--- src/rtl/alu_ctrl_seq.sv ---
// alu_ctrl_seq: MIPS ALU control decode plus an iterative HI/LO multiply/divide sequencer.
//   Decode (combinational): opcode/rtype_fncode -> fncode; non-listed opcodes give 6'h3F.
//   Sequencer: MULTU/DIVU always, MULT/DIV only when ALU_CTRL_SIGNED_MULDIV_EN is defined;
//   MTHI/MTLO write hi/lo directly; MFHI/MFLO and starts stall while busy.
// Ports:
//   clk, reset (async, active-high)
//   valid_in, opcode[5:0], rtype_fncode[5:0], op_a/op_b[WIDTH-1:0]  - decoded instruction
//   fncode[5:0]  - ALU function code
//   stall        - hold pipeline (HI/LO-class instruction while busy)
//   busy         - sequencer running
//   hi, lo       - HI/LO registers
module alu_ctrl_seq #(
  parameter int WIDTH = 32
) (
  input  logic             clk,
  input  logic             reset,
  input  logic             valid_in,
  input  logic [5:0]       opcode,
  input  logic [5:0]       rtype_fncode,
  input  logic [WIDTH-1:0] op_a,
  input  logic [WIDTH-1:0] op_b,
  output logic [5:0]       fncode,
  output logic             stall,
  output logic             busy,
  output logic [WIDTH-1:0] hi,
  output logic [WIDTH-1:0] lo
);
  localparam int CW = $clog2(WIDTH) + 1;
`ifdef ALU_CTRL_SIGNED_MULDIV_EN
  typedef enum logic [1:0] {IDLE, MUL, DIV, FIX} state_t;
  localparam bit SGN = 1'b1;
`else
  typedef enum logic [1:0] {IDLE, MUL, DIV} state_t;
  localparam bit SGN = 1'b0;
`endif
  state_t               state_q;
  logic [CW-1:0]        cnt_q;
  logic [2*WIDTH-1:0]   acc_q;
  logic [WIDTH-1:0]     opnd_q, hi_q, lo_q;
  logic                 rtype, hilo, go, is_mul, is_div, sgn_op, sa, sb, dz, ge;
  logic [WIDTH-1:0]     ma, mb, rnew;
  logic [WIDTH:0]       msum, rsh;
  logic [2*WIDTH-1:0]   step_d;
`ifdef ALU_CTRL_SIGNED_MULDIV_EN
  logic                 sgn_q, div_q, qneg_q, rneg_q;
  logic [2*WIDTH-1:0]   fin_d;
`endif
  assign rtype  = opcode == 6'h00;
  assign fncode = opcode == 6'h09 ? 6'h21 :
                  opcode == 6'h0A ? 6'h2A :
                  opcode == 6'h0B ? 6'h2B :
                  opcode == 6'h0C ? 6'h24 :
                  opcode == 6'h0D ? 6'h25 :
                  opcode == 6'h0E ? 6'h26 :
                  rtype           ? rtype_fncode : 6'h3F;
  assign hilo   = rtype && (rtype_fncode[5:2] == 4'h4 || rtype_fncode[5:2] == 4'h6);
  assign busy   = state_q != IDLE;
  assign stall  = valid_in && busy && hilo;
  assign go     = valid_in && rtype && state_q == IDLE;
  assign is_mul = rtype_fncode == 6'h19 || (SGN && rtype_fncode == 6'h18);
  assign is_div = rtype_fncode == 6'h1B || (SGN && rtype_fncode == 6'h1A);
  assign sgn_op = SGN && !rtype_fncode[0];
  // Signed ops run on magnitudes; the sign is restored in FIX.
  assign sa     = sgn_op && op_a[WIDTH-1];
  assign sb     = sgn_op && op_b[WIDTH-1];
  assign ma     = sa ? -op_a : op_a;
  assign mb     = sb ? -op_b : op_b;
  // With a zero divisor the raw dividend shifts straight into the remainder,
  // giving hi = op_a and lo = all ones without any correction.
  assign dz     = is_div && op_b == '0;
  assign hi     = hi_q;
  assign lo     = lo_q;
  always_comb begin
    msum   = {1'b0, acc_q[2*WIDTH-1:WIDTH]} + {1'b0, {WIDTH{acc_q[0]}} & opnd_q};
    rsh    = {acc_q[2*WIDTH-1:WIDTH], acc_q[WIDTH-1]};
    ge     = rsh >= {1'b0, opnd_q};
    rnew   = ge ? WIDTH'(rsh - {1'b0, opnd_q}) : rsh[WIDTH-1:0];
    step_d = state_q == MUL ? {msum, acc_q[WIDTH-1:1]} : {rnew, acc_q[WIDTH-2:0], ge};
  end
`ifdef ALU_CTRL_SIGNED_MULDIV_EN
  always_comb
    fin_d = div_q ? {rneg_q ? -acc_q[2*WIDTH-1:WIDTH] : acc_q[2*WIDTH-1:WIDTH],
                     qneg_q ? -acc_q[WIDTH-1:0] : acc_q[WIDTH-1:0]}
                  : (qneg_q ? -acc_q : acc_q);
`endif
  always_ff @(posedge clk or posedge reset)
    if (reset) begin
      state_q <= IDLE;
      cnt_q   <= '0;
      acc_q   <= '0;
      opnd_q  <= '0;
      hi_q    <= '0;
      lo_q    <= '0;
`ifdef ALU_CTRL_SIGNED_MULDIV_EN
      sgn_q   <= 1'b0;
      div_q   <= 1'b0;
      qneg_q  <= 1'b0;
      rneg_q  <= 1'b0;
`endif
    end else
      case (state_q)
        IDLE:
          if (go) begin
            if (is_mul || is_div) begin
              state_q <= is_div ? DIV : MUL;
              cnt_q   <= CW'(WIDTH);
              acc_q   <= {{WIDTH{1'b0}}, dz ? op_a : ma};
              opnd_q  <= mb;
`ifdef ALU_CTRL_SIGNED_MULDIV_EN
              sgn_q   <= sgn_op;
              div_q   <= is_div;
              qneg_q  <= !dz && (sa ^ sb);
              rneg_q  <= !dz && sa;
`endif
            end else if (rtype_fncode == 6'h11) hi_q <= op_a;
            else if (rtype_fncode == 6'h13) lo_q <= op_a;
          end
        MUL, DIV: begin
          acc_q <= step_d;
          cnt_q <= cnt_q - CW'(1);
          if (cnt_q == CW'(1)) begin
`ifdef ALU_CTRL_SIGNED_MULDIV_EN
            state_q <= sgn_q ? FIX : IDLE;
            if (!sgn_q) {hi_q, lo_q} <= step_d;
`else
            state_q <= IDLE;
            {hi_q, lo_q} <= step_d;
`endif
          end
        end
`ifdef ALU_CTRL_SIGNED_MULDIV_EN
        FIX: begin
          state_q <= IDLE;
          {hi_q, lo_q} <= fin_d;
        end
`endif
        default: state_q <= IDLE;
      endcase
endmodule

--- config.mk ---
export PLATFORM = sky130hd
export DESIGN_NAME = alu_ctrl_seq
export DESIGN_NICKNAME = d
export VERILOG_FILES = /design/src/rtl/alu_ctrl_seq.sv
export SDC_FILE = /design/constraint.sdc
export NUM_CORES = 1
export LEC_CHECK = 0
export CAP_MARGIN = 10
export CORE_ASPECT_RATIO = 0.5
export CORE_MARGIN = 1
export CORE_UTILIZATION = 45
export DETAILED_ROUTE_END_ITERATION = 10
export GPL_TIMING_DRIVEN = 0
export MAX_ROUTING_LAYER = met4
export PLACE_DENSITY = 0.67
export RECOVER_POWER = 100
export SYNTH_ARGS = -nofsm -noshare
export SYNTH_HDL_FRONTEND = slang
export SYNTH_SLANG_ARGS = --single-unit
--- constraint.sdc ---
create_clock -name clk -period 11.15 [get_ports clk]
set_input_delay 1.6725 -clock clk [delete_from_list [all_inputs] [get_ports clk]]
set_output_delay 1.6725 -clock clk [all_outputs]
set_load 0.01 [all_outputs]
==> results of run 1 <==
-- final timing paths --
kind,slack [ps],cells after the start,start,to
max,5640,5,opcode[5],stall
min in group asynchronous,2590,2,reset,lo[7]
max in group asynchronous,7070,2,reset,hi[19]
min reg2reg,490,2,lo[4],lo[4]
max reg2reg,6160,13,acc_q[0],acc_q[57]
min,490,2,lo[4],lo[4]
-- logic make-up (layout without fill, tap and decap cells) --
| kind of cell | Yosys count | after routing | synth area share [%] |
|---|---|---|---|
| mux | 58 | 58 | 5.07 |
| xor+xnor | 52 | 52 | 3.87 |
| flops | 168 | 168 | 35.7 |
| buf+inv | 147 | 326 | 4.88 |
| fa+ha+maj | 70 | 70 | 7.57 |
| compound gates | 471 | 471 | 25.1 |
| other cells | 0 | 1 | 0 |
| simple gates | 457 | 457 | 17.8 |
-- routing by layer --
layer  up-vias  track usage (%)
li1       5397                -
met1      5804             52.7
met2       529             48.7
met3        53             7.23
met4         0             7.42
met5         -                -
-- layout by cell type (no fill, tap or decap), types with 61 or more instances in the layout --
| cell type | instances |
|---|---|
| clkbuf_1 | 72 |
| dlygate4sd3_1 | 75 |
| nor2_1 | 87 |
| clkdlybuf4s50_1 | 71 |
| a21oi_1 | 99 |
| ha_1 | 68 |
| nand2_1 | 206 |
| dfrtp_1 | 168 |
| inv_1 | 61 |
| o21ai_0 | 170 |
-- final cells by class --
cell class	instances	area (sq um)	area share [%]
multi-input cells	1108	6980	48.8
flip-flops and latches	168	4200	29.4
repair buffers	147	1490	10.4
well taps	344	430	3.01
clock buffers	17	425	2.97
plain buffers	85	339	2.37
inverters	62	234	1.64
clock inverters	15	198	1.38
diodes	1	2.50	0.0175
-- critical path: cells and delay by family --
family                 cells  cell delay (ps)
buffers and inverters      2             1230
and+or+nand+nor            3              930
-- sequential cells by signal, indices dropped and copies added (netlist names) --
signal / cells
state_q: 2
hi: 32
cnt_q: 6
lo: 32
acc_q: 64
opnd_q: 32
-- through the flow --
step	setup slack [ps]	area [sq um]	power, mW	instances
global route	5510	14300	3.75	1947
finish	5640	14300	3.54	1947
floorplan	4930	11800	2.11	1423
CTS	5800	14300	3.54	1946
global placement	2560	13700	2.85	1913
detailed placement	5810	13700	2.87	1914
-- power by group --
group | leakage [nW] | switching, mW | internal [mW] | total (mW)
Clock | 0.302 | 0.314 | 0.344 | 0.658
Sequential | 2.02 | 0.195 | 0.817 | 1.01
Combinational | 4.06 | 1.17 | 0.700 | 1.87
==> impl_metrics.tcl, run 1 <==
set metrics [dict create \
    status "finished, violations left" \
    failed_checks "capacitance limit, slew limit" \
    clock.fmax_mhz 181 \
    utilization_pct 56.2 \
    die_h_microns 116 \
    synthArstFlopShare_pct 100 \
    core_area_sq_mm 0.0254 \
    dp_hpwl_microns 35200 \
    holdWs_ps 487 \
    antenna_found_initial 2 \
    start_util_pct 46.3 \
    cts-buffers-inserted 17 \
    vias 11800 \
    fin_nets 1738 \
    cts.clk_slew.worst_paths_ps 70 \
    met2_length_microns 18100 \
    synth_cell_types 75 \
    grt_overflow 0 \
    holdBufCountCts 0 \
    rsz0062_at_grt "false" \
    avgSynthCellArea_sq_um 8.27 \
    cellPowerDensity_mw_per_mm2 247 \
    ctsResizeCount 0 \
    cts_root_buf "clkbuf_16" \
    ir_drop_mv 0.147 \
    area_growth_pct 21.5 \
    yosys.area.top_type "dfrtp_1" \
    num-fill-cells 2403 \
    finalCriticalPeriod_ps 5510 \
    synth.net_count 1572 \
    gp_congestion 1.01 \
    crit_path_top_delay_cell "dlygate4sd3_1" \
    maxSlewViolCount 71 \
    min_period_over_period_pct 49.4 \
    die_width_microns 231 \
    num_rows 41 \
    netlist.area_leader.share_pct 35.7 \
    critPathKind "input pin to output port" \
    ys_top_cells_by_area "dfrtp_1 36%, ha_1 7.2%, o21ai_0 7.1%" \
    drc 0 \
    dieArea_sq_mm 0.0268 \
    crit_chain "dlygate4sd3_1 -> nor3_1 -> nand3_1 -> nor4_1 -> dlygate4sd3_1" \
    met3WireLength_microns 4290 \
    cpMostUsedCell "dlygate4sd3_1" \
    leakage_nw 6.38 \
    ys_warn_count 0 \
    cts.path.max_buffers 2 \
    synth-main-ff-cell "dfrtp_1" \
    cts.sinks 168 \
    grt_max_degree 99 \
    synth_top_cells_by_count "206 x nand2_1, 168 x dfrtp_1, 167 x o21ai_0" \
    crit_fanout 5 \
    end_kind "output port" \
    post-synth-top-count-cell "nand2_1" \
    hp-class "flop to flop" \
    cap_viol_max_count 1 \
    top_layer "met4" \
    cts_setup_buffers 0 \
    seq_area_frac_synth_pct 35.7 \
    ios 151 \
    drtIter0Drc 988 \
    syn_inst 1423 \
    critPathLaunchType "input pin" \
    slew_headroom_pct -119 \
    htreeDepth 4 \
    drt.antenna.violating_nets 0 \
    drive_above_1_share_pct 4.49 \
    firstDrtPassIters 5 \
    port_buffers 146 \
    clock_latency_ps 470 \
    cpPeakStageDelay_ps 640 \
    setup_viol_count_final 0 \
    hold_viol_final 0 \
    via_per_inst 6.05 \
    fin_worst_skew_ps 15.6 \
    cts_tree "yes" \
    setup_tns_ps 0 \
    tightest_slew_ps 3270 \
    grt.total_usage_pct 35.3 \
    arrival_ps 3840 \
    ys_ff_latch 168 \
    wirelength_microns 44900 \
    wl_per_cell_microns 23.1 \
    synth_edf_count 0 \
    worstPathRequired_ps 9480 \
    grt_pass1_vias 11000 \
    m1WireLength_microns 21900 \
    grt_pass1_wl_microns 67800 \
    synth.cell_area_sq_mm 0.0118 \
]
Power figures use the tool's default switching activity.
==> run 2, diff against run 1 <==
==> constraint.sdc (replaced) <==
create_clock -name clk -period 5.15 [get_ports clk]
set_input_delay 0.7725 -clock clk [delete_from_list [all_inputs] [get_ports clk]]
set_output_delay 0.7725 -clock clk [all_outputs]
set_load 0.01 [all_outputs]
==> run 2 against run 1 <==
Net effect: the flow still finishes with violations (capacitance limit, slew limit); count of clock-buffer cells in the layout stayed put; clock power is 110% higher; flip-flop and latch count unchanged; first-iteration DRC count increased by 17%; power increased by 110%; critical path depth is 5 higher; register-to-register slack lost 6000 ps; hold slack got worse by 8.1 ps; sequential share of layout area rose by 0.095 points; highest routed layer unchanged.
==> impl_metrics.tcl, run 2 (same netlist as run 1, synthesis figures left out) <==
set metrics [dict create \
    status "finished, violations left" \
    failed_checks "capacitance limit, slew limit" \
    fin_nets 1741 \
    setup_viol_count_final 0 \
    drive_above_1_share_pct 4.24 \
    hp-class "flop to flop" \
    ctsResizeCount 0 \
    vias 11800 \
    path_delay_family "compound AO/OA/AOI/OAI gates" \
    grt.total_usage_pct 35.1 \
    cpPeakStageDelay_ps 850 \
    core_area_sq_mm 0.0254 \
    dp_hpwl_microns 35900 \
    crit_path_top_delay_cell "clkbuf_1" \
    setup_ws_ps 153 \
    wl_per_cell_microns 23.3 \
    setup_tns_ps 0 \
    gp_congestion 0.986 \
    arrival_ps 5300 \
    critPathKind "flop to flop" \
    tightest_slew_ps 1960 \
    via_per_inst 6.05 \
    worstPathRequired_ps 5460 \
    final_common_cell "nand2_1" \
    finalCriticalPeriod_ps 5000 \
    cts_tree "yes" \
    drt.antenna.violating_nets 0 \
    maxSlewViolCount 73 \
    cellPowerDensity_mw_per_mm2 533 \
    die_h_microns 116 \
    hold_viol_final 0 \
    cts_setup_buffers 0 \
    critPathLaunchType "flop" \
    drtIter0Drc 1154 \
    ios 151 \
    path_buf_inv 1 \
    holdWs_ps 479 \
    worst-path-stages 10 \
    leakage_nw 6.36 \
    cap_viol_max_count 2 \
    cpMostUsedCell "o21ai_0" \
    placed_cell_area_sq_mm 0.0137 \
    cts.clk_slew.worst_paths_ps 70 \
    grt_pass1_wl_microns 67200 \
    area_growth_pct 21.1 \
    antenna_found_initial 1 \
    grt_overflow 0 \
    end_kind "flop" \
    drc 0 \
    crit_chain "ha_1 -> o21ai_0 -> o221ai_1 -> o21ai_1 -> a21o_1 -> o21ai_0 -> clkbuf_1 -> mux2i_1 -> a2bb2oi_1 -> a31oi_1" \
    slew_headroom_pct -30.8 \
    holdBufCountCts 0 \
    rsz0062_at_grt "false" \
    grt_pass1_vias 11100 \
    cts_root_buf "clkbuf_16" \
    clock_latency_ps 470 \
    crit_fanout 10 \
    cts-buffers-inserted 17 \
    min_period_over_period_pct 97.0 \
    largest_reg_flops 64 \
    postLayoutCellArea_sq_mm 0.0143 \
    port_buffers 146 \
    fin_worst_skew_ps 15.5 \
    die_width_microns 231 \
    antennaDiodeCount 0 \
    pre_cts_ws_ps 640 \
    firstDrtPassIters 5 \
    wirelength_microns 45300 \
    grt_max_degree 38 \
    ir_drop_mv 0.295 \
    dieArea_sq_mm 0.0268 \
    final_cell_mix "206 x nand2_1, 171 x o21ai_0, 168 x dfrtp_1, 100 x a21oi_1, 87 x nor2_1" \
    top_register "acc_q" \
    start_util_pct 46.3 \
    htreeDepth 4 \
    clock.fmax_mhz 200 \
    cts.path.max_buffers 2 \
    reg2regPathDepth 10 \
    cts.sinks 168 \
    num_rows 41 \
    holdPathStages 2 \
]
-- run 2: changes by cell type in the layout (fill, tap and decap cells not counted), moves of 2 or more --
cell,delta
buf_4,-2
clkinv_8,+3
clkbuf_2,+2
bufinv_16,-2
clkbuf_1,+3
-- run 2: final cells by class --
class,instances,area [sq um]
buffer,85,332
clock inverter,15,181
timing repair buffer,150,1500
tap,344,430
clock buffer,17,425
inverter,62,234
multi-input combinational,1108,6960
sequential,168,4200
fill,2386,11200
-- run 2: power by group --
group / internal [mW] / switching (mW) / leakage [nW]
clock: 0.658 / 0.690 / 0.287
combinational: 1.51 / 2.54 / 4.05
sequential: 1.77 / 0.429 / 2.02
-- run 2: path summary, 6_finish.rpt --
kind / from / endpoint / slack (ps)
max in group asynchronous: reset / opnd_q[17] / 830
setup reg to reg: acc_q[41] / hi[11] / 150
hold / removal: lo[1] / lo[1] / 480
hold reg to reg: lo[1] / lo[1] / 480
setup / recovery: acc_q[41] / hi[11] / 150
min in group asynchronous: reset / lo[27] / 1130
-- run 2: layer usage --
metal / GRT usage [%] / up-vias / part of all wire [%]
met1: 50.6 / 5766 / 48
met4: 7.81 / 0 / 1.5
met2: 48.1 / 545 / 40
li1: - / 5418 / -
met5: - / - / 0
met3: 9.69 / 62 / 9.9
-- run 2: worst min-delay path, cell delays in order, from the launching register on --
cell	delay, ps
dfrtp_1	340
nand2_1	40
o21ai_0	60
-- run 2: stage by stage --
step / power, mW / util, % / std cells
2_1_floorplan: 4.57 / - / 1423
3_3_place_gp: 6.17 / 53.7 / 1913
3_5_place_dp: 6.24 / 54.0 / 1917
4_1_cts: 7.60 / 56.4 / 1949
5_1_grt: 8.04 / 56.0 / 1949
6_report: 7.60 / 56.0 / 1949
